### src/rtl/lsu_req_ctrl.sv
// Purpose: single-outstanding load/store master between execute stage and LSU AR/R/AW/W/B channels.
// Latency: accept T, bus valids T+1, resp_valid T+3 minimum with always-ready LSU and writeback.
// Backpressure: req_ready only in IDLE; bus valids held until handshake; response held until resp_ready.
module lsu_req_ctrl #(
  parameter bit CHECK_ALIGN = 1'b1,
  parameter bit BUS_ERR_EN  = 1'b1
) (
  input  logic        clk,
  input  logic        rst,
  input  logic        req_valid,
  output logic        req_ready,
  input  logic        req_wen,
  input  logic [31:0] req_addr,
  input  logic [31:0] req_wdata,
  input  logic [2:0]  req_mtype,
  output logic        resp_valid,
  input  logic        resp_ready,
  output logic [31:0] resp_rdata,
  output logic        resp_err,
  output logic [31:0] araddr,
  output logic [2:0]  mrtypeM,
  output logic        arvalid,
  input  logic        arready,
  input  logic [31:0] rdata,
  input  logic        rresp,
  input  logic        rvalid,
  output logic        rready,
  output logic [31:0] awaddr,
  output logic        awvalid,
  input  logic        awready,
  output logic [31:0] wdata,
  output logic [3:0]  wstrb,
  output logic        wvalid,
  input  logic        wready,
  input  logic        bresp,
  input  logic        bvalid,
  output logic        bready
);

  typedef enum logic [2:0] {
    S_IDLE,
    S_RD_ADDR,
    S_RD_DATA,
    S_WR_ADDR_DATA,
    S_WR_RESP,
    S_RESP
  } state_t;

  state_t      state_q, state_d;
  logic [31:0] addr_q;
  logic        aw_done, w_done;

  logic        is_half, is_word, bad_type, misalign, illegal;
  logic [3:0]  lane_wstrb;
  logic [31:0] lane_wdata;
  logic [31:0] ld_ext;
  logic [31:0] rd_shift;
  logic [15:0] rd_half;

  assign araddr = addr_q;
  assign awaddr = addr_q;

  // Classify the incoming request: access size, legality of mtype, alignment.
  always_comb begin
    is_half  = (req_mtype == 3'd1) || (!req_wen && req_mtype == 3'd4);
    is_word  = (req_mtype == 3'd2);
    bad_type = req_wen ? (req_mtype > 3'd2) : (req_mtype > 3'd4);
    misalign = (is_half && req_addr[0]) || (is_word && (req_addr[1:0] != 2'b00));
    illegal  = bad_type || (CHECK_ALIGN && misalign);
  end

  // Place store data on the byte lanes selected by the low address bits.
  always_comb begin
    lane_wstrb = 4'b1111;
    lane_wdata = req_wdata;
    case (req_mtype)
      3'd0: begin
        lane_wstrb = 4'b0001 << req_addr[1:0];
        lane_wdata = {4{req_wdata[7:0]}};
      end
      3'd1: begin
        lane_wstrb = 4'b0011 << {req_addr[1], 1'b0};
        lane_wdata = {2{req_wdata[15:0]}};
      end
      default: begin
        lane_wstrb = 4'b1111;
        lane_wdata = req_wdata;
      end
    endcase
  end

  // The R beat carries the full aligned word; pick the addressed lane and extend it.
  always_comb begin
    rd_shift = rdata >> {addr_q[1:0], 3'b000};
    rd_half  = addr_q[1] ? rdata[31:16] : rdata[15:0];
    ld_ext   = rdata;
    case (mrtypeM)
      3'd0:    ld_ext = {{24{rd_shift[7]}}, rd_shift[7:0]};
      3'd1:    ld_ext = {{16{rd_half[15]}}, rd_half};
      3'd3:    ld_ext = {24'd0, rd_shift[7:0]};
      3'd4:    ld_ext = {16'd0, rd_half};
      default: ld_ext = rdata;
    endcase
  end

  // State register.
  always_ff @(posedge clk) begin
    if (!rst) state_q <= S_IDLE;
    else      state_q <= state_d;
  end

  // Next-state and handshake outputs; all valids/readies are decoded from state.
  always_comb begin
    state_d    = state_q;
    req_ready  = 1'b0;
    arvalid    = 1'b0;
    rready     = 1'b0;
    awvalid    = 1'b0;
    wvalid     = 1'b0;
    bready     = 1'b0;
    resp_valid = 1'b0;
    case (state_q)
      S_IDLE: begin
        req_ready = 1'b1;
        if (req_valid) begin
          if (illegal)      state_d = S_RESP;
          else if (req_wen) state_d = S_WR_ADDR_DATA;
          else              state_d = S_RD_ADDR;
        end
      end
      S_RD_ADDR: begin
        arvalid = 1'b1;
        if (arready) state_d = S_RD_DATA;
      end
      S_RD_DATA: begin
        rready = 1'b1;
        if (rvalid) state_d = S_RESP;
      end
      S_WR_ADDR_DATA: begin
        awvalid = !aw_done;
        wvalid  = !w_done;
        if ((aw_done || awready) && (w_done || wready)) state_d = S_WR_RESP;
      end
      S_WR_RESP: begin
        bready = 1'b1;
        if (bvalid) state_d = S_RESP;
      end
      S_RESP: begin
        resp_valid = 1'b1;
        if (resp_ready) state_d = S_IDLE;
      end
      default: state_d = S_IDLE;
    endcase
  end

  // Request latch, per-channel write completion flags and response capture.
  always_ff @(posedge clk) begin
    if (!rst) begin
      addr_q     <= 32'd0;
      mrtypeM    <= 3'd0;
      wdata      <= 32'd0;
      wstrb      <= 4'd0;
      aw_done    <= 1'b0;
      w_done     <= 1'b0;
      resp_rdata <= 32'd0;
      resp_err   <= 1'b0;
    end else begin
      case (state_q)
        S_IDLE: begin
          if (req_valid) begin
            addr_q     <= req_addr;
            mrtypeM    <= req_wen ? 3'd0 : req_mtype;
            wdata      <= lane_wdata;
            wstrb      <= lane_wstrb;
            aw_done    <= 1'b0;
            w_done     <= 1'b0;
            resp_rdata <= 32'd0;
            resp_err   <= illegal;
          end
        end
        S_RD_DATA: begin
          if (rvalid) begin
            resp_err   <= rresp && BUS_ERR_EN;
            resp_rdata <= (rresp && BUS_ERR_EN) ? 32'd0 : ld_ext;
          end
        end
        S_WR_ADDR_DATA: begin
          if (awvalid && awready) aw_done <= 1'b1;
          if (wvalid && wready)   w_done  <= 1'b1;
        end
        S_WR_RESP: begin
          if (bvalid) begin
            resp_err   <= bresp && BUS_ERR_EN;
            resp_rdata <= 32'd0;
          end
        end
        default: ;
      endcase
    end
  end

endmodule

### config.mk
export PLATFORM = sky130hd
export DESIGN_NAME = lsu_req_ctrl
export DESIGN_NICKNAME = d
export VERILOG_FILES = /design/src/rtl/lsu_req_ctrl.sv
export SDC_FILE = /design/constraint.sdc
export NUM_CORES = 1
export LEC_CHECK = 0
export BUFFER_PORTS_ARGS = -buffer_cell sky130_fd_sc_hd__buf_2
export CAP_MARGIN = 25
export CELL_PAD_IN_SITES_DETAIL_PLACEMENT = 0
export CELL_PAD_IN_SITES_GLOBAL_PLACEMENT = 1
export CORE_ASPECT_RATIO = 0.6
export CORE_MARGIN = 2
export CORE_UTILIZATION = 36
export CTS_CLUSTER_DIAMETER = 50
export DETAILED_ROUTE_END_ITERATION = 12
export PLACE_DENSITY_LB_ADDON = 0.15
export SETUP_SLACK_MARGIN = 0.02
export SYNTH_ARGS = -nofsm -noshare
export SYNTH_HDL_FRONTEND = slang
export SYNTH_SLANG_ARGS = --single-unit
### constraint.sdc
create_clock -name clk -period 2.84 [get_ports clk]
set_input_delay 0.568 -clock clk [delete_from_list [all_inputs] [get_ports clk]]
set_output_delay 0.568 -clock clk [all_outputs]
set_load 0.02 [all_outputs]
# --- Word level (Yosys, flattened, before mapping) ---
# Cells that the tools add are included.
op_classes:
  mux: 36
  n_eq_ne: 19
  shifts: 3
  n_mul: 0
  reduce_logical: 25
  add_sub_neg: 0
  div: 0
  bitwise: 0
  n_lt_le_gt_ge: 2
ops:
  columns: ["cell", "count"]
  rows:
  - ["$mux W32", 4]
  - ["$pmux W32 S4", 1]
  - ["$pmux W32 S3", 1]
  - ["$pmux W32 S2", 1]
  - ["$shr A32 B5 Y8", 1]
  - ["$mux W3", 8]
  - ["$pmux W3 S6", 1]
  - ["$mux W16", 1]
  - ["$ne A2 B2 Y1 const B", 8]
  - ["$mux W1", 14]
  - ["$eq A3 B2 Y1 const B", 4]
  - ["$eq A3 B3 Y1 const B", 4]
  - ["$eq A3 B1 Y1 const B", 3]
  - ["$logic_not A3 Y1", 3]
  - ["$pmux W4 S2", 1]
  - ["$logic_and A1 B1 Y1", 6]
  - ["$reduce_and A3 Y1", 2]
  - ["$reduce_and A6 Y1", 1]
  - ["$logic_or A1 B1 Y1", 5]
  - ["$pmux W1 S2", 2]
  - ["$reduce_and A4 Y1", 1]
  - ["$reduce_bool A2 Y1", 2]
  - ["$shl A1 B2 Y4 const A", 1]
  - ["$shl A2 B2 Y4 const A", 1]
  - ["other kinds (7)", 9]
totals:
  latch_bits: 0
  in_bits: 111
  output_inout_bits: 143
  ramBits: 0
  register_bits: 109
  mem_bits_ro: 0
  mem_count: 0

# --- Longest topological paths before layout ---
# Gate-level depths: netlist of run 1.
logic_depth:
  depth_word: 9
  ltp_mapped: 7
  depth_no_buf: 4

# --- Worst setup path after synthesis of run 1 ---
# OpenSTA, ideal clock, no wires.
synth_path:
  kind: "reg-to-output"
  start: "reg state_q[1]"
  end: "out awvalid"
  t_required_ns: 2.272
  path_slack_ns: 0.898
  stages_incl_launch_ff: 6
  t_arrival_ns: 1.374
  path_buffers: 2
  path_cell_list: "dfxtp_1 buf_2 clkbuf_1 nand2_1 or2_2 nor2_1"
synth_between:
  elab_chain_len: 2
synth_rtl:
  columns: ["element", "line", "text"]
  rows:
  - ["from (decl)", "49", "state_t state_q, state_d;"]
  - ["from (signal assigned)", "109", "else state_q <= state_d;"]
  - ["$eq A3 B2 Y1", "122", "case (state_q)"]
  - ["$mux W1", "122", null]
  - ["to (decl)", "29", "output logic awvalid,"]
# Every way passes these cells.

# --- Final worst setup path of run 1 ---
layout_path:
  start: "reg state_q[1]"
  end: "reg resp_rdata[18]"
layout_between:
  elab_chain_len: 3
  elab_cells_between_ends: 9
  cone_classes: "eq/ne: 5; mux: 1; reduce/logical: 3"
layout_rtl:
  columns: ["element", "line", "text"]
  rows:
  - ["$eq A3 B3 Y1, or another cell as far along", "168", "case (state_q)"]
  - ["$ne A2 B2 Y1 (no line) or $reduce_bool A3 Y1 (tied branches)", null, null]
  - ["$reduce_and A4 Y1 (no line)", null, null]
  - ["to (signal assigned)", "184", "resp_rdata <= (rresp && BUS_ERR_EN) ? 32'd0 : ld_ext;"]
  - ["to (decl)", "18", "output logic [31:0] resp_rdata,"]
# Parallel ways exist; a longest one is shown, timed or not.
# A chain may end at the register's enable or synchronous reset.

==> results of run 1 <==
Yosys cell counts (2+ instances only):
library cell and number:
sky130_fd_sc_hd__o21bai_1 2, sky130_fd_sc_hd__o22ai_1 15, sky130_fd_sc_hd__dfxtp_1 109, sky130_fd_sc_hd__a22oi_1 3
sky130_fd_sc_hd__and2_1 2, sky130_fd_sc_hd__o21a_1 8, sky130_fd_sc_hd__inv_1 6, sky130_fd_sc_hd__or3_1 3
sky130_fd_sc_hd__o211a_1 18, sky130_fd_sc_hd__o21ai_0 17, sky130_fd_sc_hd__mux2_2 15, sky130_fd_sc_hd__o2bb2ai_1 24
sky130_fd_sc_hd__buf_4 34, sky130_fd_sc_hd__nor2_1 27, sky130_fd_sc_hd__a21boi_1 3, sky130_fd_sc_hd__nand2b_1 4
sky130_fd_sc_hd__a21oi_1 7, sky130_fd_sc_hd__o221ai_1 6, sky130_fd_sc_hd__clkinv_1 2, sky130_fd_sc_hd__buf_2 23
sky130_fd_sc_hd__a21boi_0 49, sky130_fd_sc_hd__nor3b_1 2, sky130_fd_sc_hd__nand2_1 138, sky130_fd_sc_hd__o211ai_1 10
sky130_fd_sc_hd__a31oi_1 4, sky130_fd_sc_hd__nand3b_1 5, sky130_fd_sc_hd__or2_2 2, sky130_fd_sc_hd__nor3_1 5
sky130_fd_sc_hd__o221a_2 9, sky130_fd_sc_hd__nor2b_1 6, sky130_fd_sc_hd__clkbuf_1 25, sky130_fd_sc_hd__o31ai_1 3
sky130_fd_sc_hd__mux2i_1 28, sky130_fd_sc_hd__a32o_1 9, sky130_fd_sc_hd__nand3_1 9
kinds of logic (layout without fill, tap and decap cells):
kind of cell             after synthesis  in the layout  share of synthesized area, %
AO/OA/AOI/OAI                        191            191                          26.8
adder cells (fa/ha/maj)                1              1                         0.178
buffers and inverters                 92            289                          9.05
flip-flops                           109            109                          38.8
multiplexers                          44             44                          8.39
AND/OR/NAND/NOR                      212            212                          16.7
metrics by stage:
| stage | power [mW] | worst slack [ps] | cells | hold WS [ps] | area, um2 |
|---|---|---|---|---|---|
| after floorplan | 3.03 | 898 | 649 | 512 | 5630 |
| after global placement | 3.52 | 627 | 1033 | 442 | 6790 |
| after detailed placement | 3.55 | 488 | 1033 | 443 | 6790 |
| after CTS | 4.83 | 467 | 1049 | 452 | 7080 |
| after global routing | 5.04 | 255 | 1049 | 456 | 7080 |
| final | 4.78 | 413 | 1049 | 462 | 7080 |
routing by layer:
metal  track usage, %  share of wire [%]
met2             32.3                 42
met1             30.8                 48
met3             6.58                8.9
met4             3.25               0.56
met5                0                  0
cell usage in the layout (no fill, tap or decap), types with 10 or more instances in the layout:
master	n
sky130_fd_sc_hd__mux2i_1	27
sky130_fd_sc_hd__dfxtp_1	109
sky130_fd_sc_hd__o22ai_1	15
sky130_fd_sc_hd__o211ai_1	10
sky130_fd_sc_hd__o2bb2ai_1	24
sky130_fd_sc_hd__mux2_2	15
sky130_fd_sc_hd__nand2_1	137
sky130_fd_sc_hd__buf_4	11
sky130_fd_sc_hd__o211a_1	18
sky130_fd_sc_hd__a21boi_0	49
sky130_fd_sc_hd__nor2_1	26
sky130_fd_sc_hd__o21ai_0	17
sky130_fd_sc_hd__buf_2	253
critical path: stages, from the launching register on:
cell and delay (ps):
sky130_fd_sc_hd__dfxtp_1 680, sky130_fd_sc_hd__nor3b_4 370, sky130_fd_sc_hd__and4b_1 620, sky130_fd_sc_hd__o311ai_4 410, sky130_fd_sc_hd__o2bb2ai_1 260
flip-flops by register name, indices dropped and copies added, names as in the netlist:
signal / flops
resp_rdata: 32
mrtypeM: 3
wstrb: 4
wdata: 32
araddr: 32
resp_err: 1
w_done: 1
aw_done: 1
state_q: 3
path summary, 6_finish.rpt:
path                            slack [ps]        endpoint  cells after the start
worst max-delay path                   410  resp_rdata[18]                      4
worst min-delay path                   460       wdata[30]                      2
worst max register to register         410  resp_rdata[18]                      4
worst min register to register         460       wdata[30]                      2
power groups by stage:
stage / Combinational, mW / Clock, mW / Sequential (mW)
4_1_cts: 1.64 / 1.31 / 1.88
5_1_grt: 1.78 / 1.36 / 1.91
3_3_place_gp: 1.62 / 0 / 1.90
3_5_place_dp: 1.64 / 0 / 1.91
6_report: 1.64 / 1.27 / 1.88
2_1_floorplan: 0.966 / 0 / 2.07
cell type report:
type,instances,area (um2)
clock inverters,5,41.3
flip-flops and latches,109,2180
fillers,1565,8250
clock buffers,11,253
multi-input cells,448,2950
inverters,8,30.0
repair buffers,265,1370
well taps,203,254
==> results.yml, run 1 <==
min_path:
  timing.hold.worst.start: "wdata[30]"
  min-delay-path-class: "register to register"
timing:
  worst_pin_slew_ps: 834
  timing.final.hold_violations: 0
  setup_viol: 0
  timing.clock.skew_ps: 8.71
  final.min_clock_period_ps: 2430
  final.setup.tns_ps: 0
  fin_crit_sh_pct: 85.5
  timing.fmax_mhz: 412
  drv_slew: 0
  rsz_0062_raised_after_global_routing: "no"
  max-slew-margin-rel_pct: 44.3
power:
  switching_share_pct: 38.4
  power.share.combinational_pct: 34.2
  switching_power_mw: 1.84
  power.internal_mw: 2.95
  worst_ir_drop_vdd_v: 0.000317
  power-per-cell-area_nw_per_um2: 675
  power_leakage_nw: 3.38
  power_frac_clock_pct: 26.5
  p_seq_share_pct: 39.2
critical_path:
  cp_data_arrival_time_ps: 2690
  setup.worst_path.start_class: "register"
  cp_max_fo: 16
  crit_required_ps: 3110
  startpoint: "state_q[1]"
  launching_point_of_the_worst_reg2reg_path: "state_q[1]"
  cp-end-kind: "register"
  critPathKind: "register to register"
yosys:
  synth.lib_cells_used.distinct: 52
  synth_top_flop_cell: "sky130_fd_sc_hd__dfxtp_1"
  count_of_warnings_emitted_by_yosys: 0
  yosysSeqAreaShare_pct: 38.8
  synth-async-reset-ratio_pct: 0
  syn_nets: 760
  yosys-top-cells-area: "sky130_fd_sc_hd__dfxtp_1, sky130_fd_sc_hd__nand2_1, sky130_fd_sc_hd__a21boi_0, sky130_fd_sc_hd__mux2i_1, sky130_fd_sc_hd__buf_4"
  post_synth.cell_area_avg_um2: 8.67
  number_of_enable_flip_flop_cells_after_synthesis: 0
  synth_top_cell_by_area: "sky130_fd_sc_hd__dfxtp_1"
  synthesis.instances: 649
  cell_area_after_synthesis_um2: 5630
  netlist.area_leader.share_pct: 38.8
  synth-seq-cells: 109
place:
  routabilityCongestion: 0.867
  dp_hpwl_um: 13600
  port-buffer-count: 253
grt:
  number_of_global_route_vias_before_repair: 5081
  grt_antenna_before_repair: 0
  grt_first_pass_wirelength_um: 27700
  globalRouteOverflowTotal: 0
  grt_util_all_layers_pct: 21.4
  grt_start_max_net_pins: 91
clock_tree:
  htreeDepth: 3
  cts_hold_buf: 0
  cts_resized: 0
  clk_pin_slew_worst_paths_ps: 80
  postCtsSetupRepairBufs: 0
  tritoncts: "built"
  cts.root.buffer_cell: "sky130_fd_sc_hd__clkbuf_16"
  clock_tree.buffer_depth: 2
  insertion_delay_of_the_later_clocked_pin_in_the_worst_skew_pair_ps: 350
  cts.sink_count: 109
  cts-buffers-inserted: 9
drt:
  via_count: 5507
  route.detailed.drc: 0
  firstDrtPassIters: 5
  routed_wl_per_cell_um: 17.5
  routed_wl_um: 18400
  drt-vias-per-instance: 5.25
  route.antenna.remaining_nets: 0
  drt_first_iter_violations: 347
run_status:
  outcome: "finished clean"
floorplan:
  die_height_um: 101
  die_area_um2: 16700
  initial_utilization_pct: 36.7
  fp-row-count: 35
  floorplan.die.width_um: 165
  floorplan.io_pins: 254
  core_region_area_um2: 15300
final_layout:
  final_net_count: 952
  antenna_cells: 0
  postLayoutCoreUtil_pct: 46.2
  syn2layout_area_growth_pct: 25.9
  drive_gt1_share_pct: 37.7
job:
  drv.max_cap_violation_count: 0
Note: power is estimated with default switching activity, not from simulation.
==> inputs of run 2 (changes only) <==
--- a/config.mk
+++ b/config.mk
@@ -15,6 +15,7 @@
 export CTS_CLUSTER_DIAMETER = 50
 export DETAILED_ROUTE_END_ITERATION = 12
 export PLACE_DENSITY_LB_ADDON = 0.15
+export RECOVER_POWER = 25
 export SETUP_SLACK_MARGIN = 0.02
 export SYNTH_ARGS = -nofsm -noshare
 export SYNTH_HDL_FRONTEND = slang
==> results.yml, run 2 (synthesized netlist as in run 1, its figures left out) <==
critical_path:
  cp-end-kind: "register"
  launching_point_of_the_worst_reg2reg_path: "state_q[1]"
  critical_path.cell_chain: "nor3b_4 > and4b_1 > o311ai_4 > o2bb2ai_1"
  critPathKind: "register to register"
  cp_max_fo: 16
  cpPeakStageDelay_ps: 680
  setup.worst_path.start_class: "register"
  crit_path_top_delay_cell: "sky130_fd_sc_hd__dfxtp_1"
  worstRegToRegCells: 4
  cp_data_arrival_time_ps: 2670
  critical_path.reg2reg.endpoint: "resp_rdata[18]"
  crit_required_ps: 3110
  reg2reg_setup_slack_ps: 440
min_path:
  min-delay-path-class: "register to register"
  worstHoldEndpoint: "wdata[30]"
  timing.hold.worst.start: "wdata[30]"
  min_delay_path_depth: 2
floorplan:
  die_area_um2: 16700
  floorplan.die.width_um: 165
  fp-row-count: 35
  floorplan.io_pins: 254
  initial_utilization_pct: 36.7
  die_height_um: 101
  core_region_area_um2: 15300
power:
  power-per-cell-area_nw_per_um2: 679
  power.internal_mw: 2.92
  power_leakage_nw: 3.12
  switching_power_mw: 1.84
  power.share.combinational_pct: 33.9
  p_seq_share_pct: 39.5
  switching_share_pct: 38.6
  worst_ir_drop_vdd_v: 0.000316
  power_frac_clock_pct: 26.6
clock_tree:
  cts_resized: 0
  htreeDepth: 3
  cts-buffers-inserted: 9
  insertion_delay_of_the_later_clocked_pin_in_the_worst_skew_pair_ps: 350
  tritoncts: "built"
  cts.root.buffer_cell: "sky130_fd_sc_hd__clkbuf_16"
  cts.sink_count: 109
  clk_pin_slew_worst_paths_ps: 70
  clock_tree.buffer_depth: 2
  postCtsSetupRepairBufs: 0
  cts_hold_buf: 0
grt:
  grt_first_pass_wirelength_um: 27700
  grt_antenna_before_repair: 0
  globalRouteOverflowTotal: 0
  grt_start_max_net_pins: 91
  number_of_global_route_vias_before_repair: 5081
  grt_util_all_layers_pct: 21.4
drt:
  routed_wl_um: 18400
  drt_first_iter_violations: 378
  route.detailed.drc: 0
  dr_wl_met2_um: 7770
  dr.max_layer_used: "met4"
  routedLengthMet1_um: 8650
  route.antenna.remaining_nets: 0
  firstDrtPassIters: 4
  via_count: 5491
  drt-vias-per-instance: 5.23
  wl_met3_um: 1850
  routed_wl_per_cell_um: 17.5
final_layout:
  antenna_cells: 0
  postLayoutCoreUtil_pct: 45.7
  syn2layout_area_growth_pct: 24.5
  drive_gt1_share_pct: 30.3
  layout_commonest_cell: "sky130_fd_sc_hd__buf_2"
  final_net_count: 952
  layout_common_cells: "sky130_fd_sc_hd__buf_2, sky130_fd_sc_hd__nand2_1, sky130_fd_sc_hd__dfxtp_1, sky130_fd_sc_hd__clkbuf_1, sky130_fd_sc_hd__a21boi_0"
  fillers: 1598
timing:
  setup_viol: 0
  timing.fmax_mhz: 417
  drv_slew: 0
  timing.clock.skew_ps: 9.44
  worst_pin_slew_ps: 784
  final.min_clock_period_ps: 2400
  rsz_0062_raised_after_global_routing: "no"
  fin_crit_sh_pct: 84.5
  final.setup.tns_ps: 0
  max-slew-margin-rel_pct: 47.6
  timing.final.hold_violations: 0
job:
  drv.max_cap_violation_count: 0
place:
  routabilityCongestion: 0.867
  port-buffer-count: 253
  dp_hpwl_um: 13600
run_status:
  outcome: "finished clean"
run 2: worst max-delay path by stage:
stage               startpoint  depth (start not counted)             end
detailed placement  state_q[1]                          4  resp_rdata[18]
floorplan           state_q[1]                          5         awvalid
global placement      rdata[7]                          5  resp_rdata[18]
finish              state_q[1]                          4  resp_rdata[18]
CTS                 state_q[1]                          4  resp_rdata[18]
global route        state_q[1]                          4  resp_rdata[18]
run 2: worst max-delay path, delay by kind of cell (launching register included):
family | cells | cell delay [ps]
compound gates | 2 | 650
simple gates | 2 | 990
flops | 1 | 680
run 2: final cells by class:
type | instances | area [um2] | area share (%)
clock buffer | 11 | 253 | 3.61
tap | 203 | 254 | 3.63
timing repair buffer | 265 | 1290 | 18.4
inverter | 8 | 30.0 | 0.429
clock inverter | 5 | 41.3 | 0.590
multi-input combinational | 448 | 2950 | 42.2
sequential | 109 | 2180 | 31.2
run 2: power groups by stage:
stage               logic, mW  registers [mW]  clock network, mW
floorplan               0.966            2.07                  0
global placement         1.62            1.90                  0
detailed placement       1.64            1.91                  0
CTS                      1.64            1.88               1.31
global route             1.75            1.91               1.36
finish                   1.61            1.88               1.27
run 2: metrics by stage:
step	total power, mW	setup slack, ps	hold slack [ps]	instances	area (um2)
final	4.75	440	463	1049	7000
after global routing	5.02	255	456	1049	7000
after CTS	4.83	467	452	1049	7080
after detailed placement	3.55	488	443	1033	6790
after global placement	3.52	627	442	1033	6790
after floorplan	3.03	898	512	649	5630
run 2: per-layer routing:
layer | vias up | global-route usage [%]
met4 | 0 | 3.25
met1 | 2611 | 30.8
met2 | 201 | 32.3
li1 | 2669 | -
met5 | - | 0
met3 | 10 | 6.58
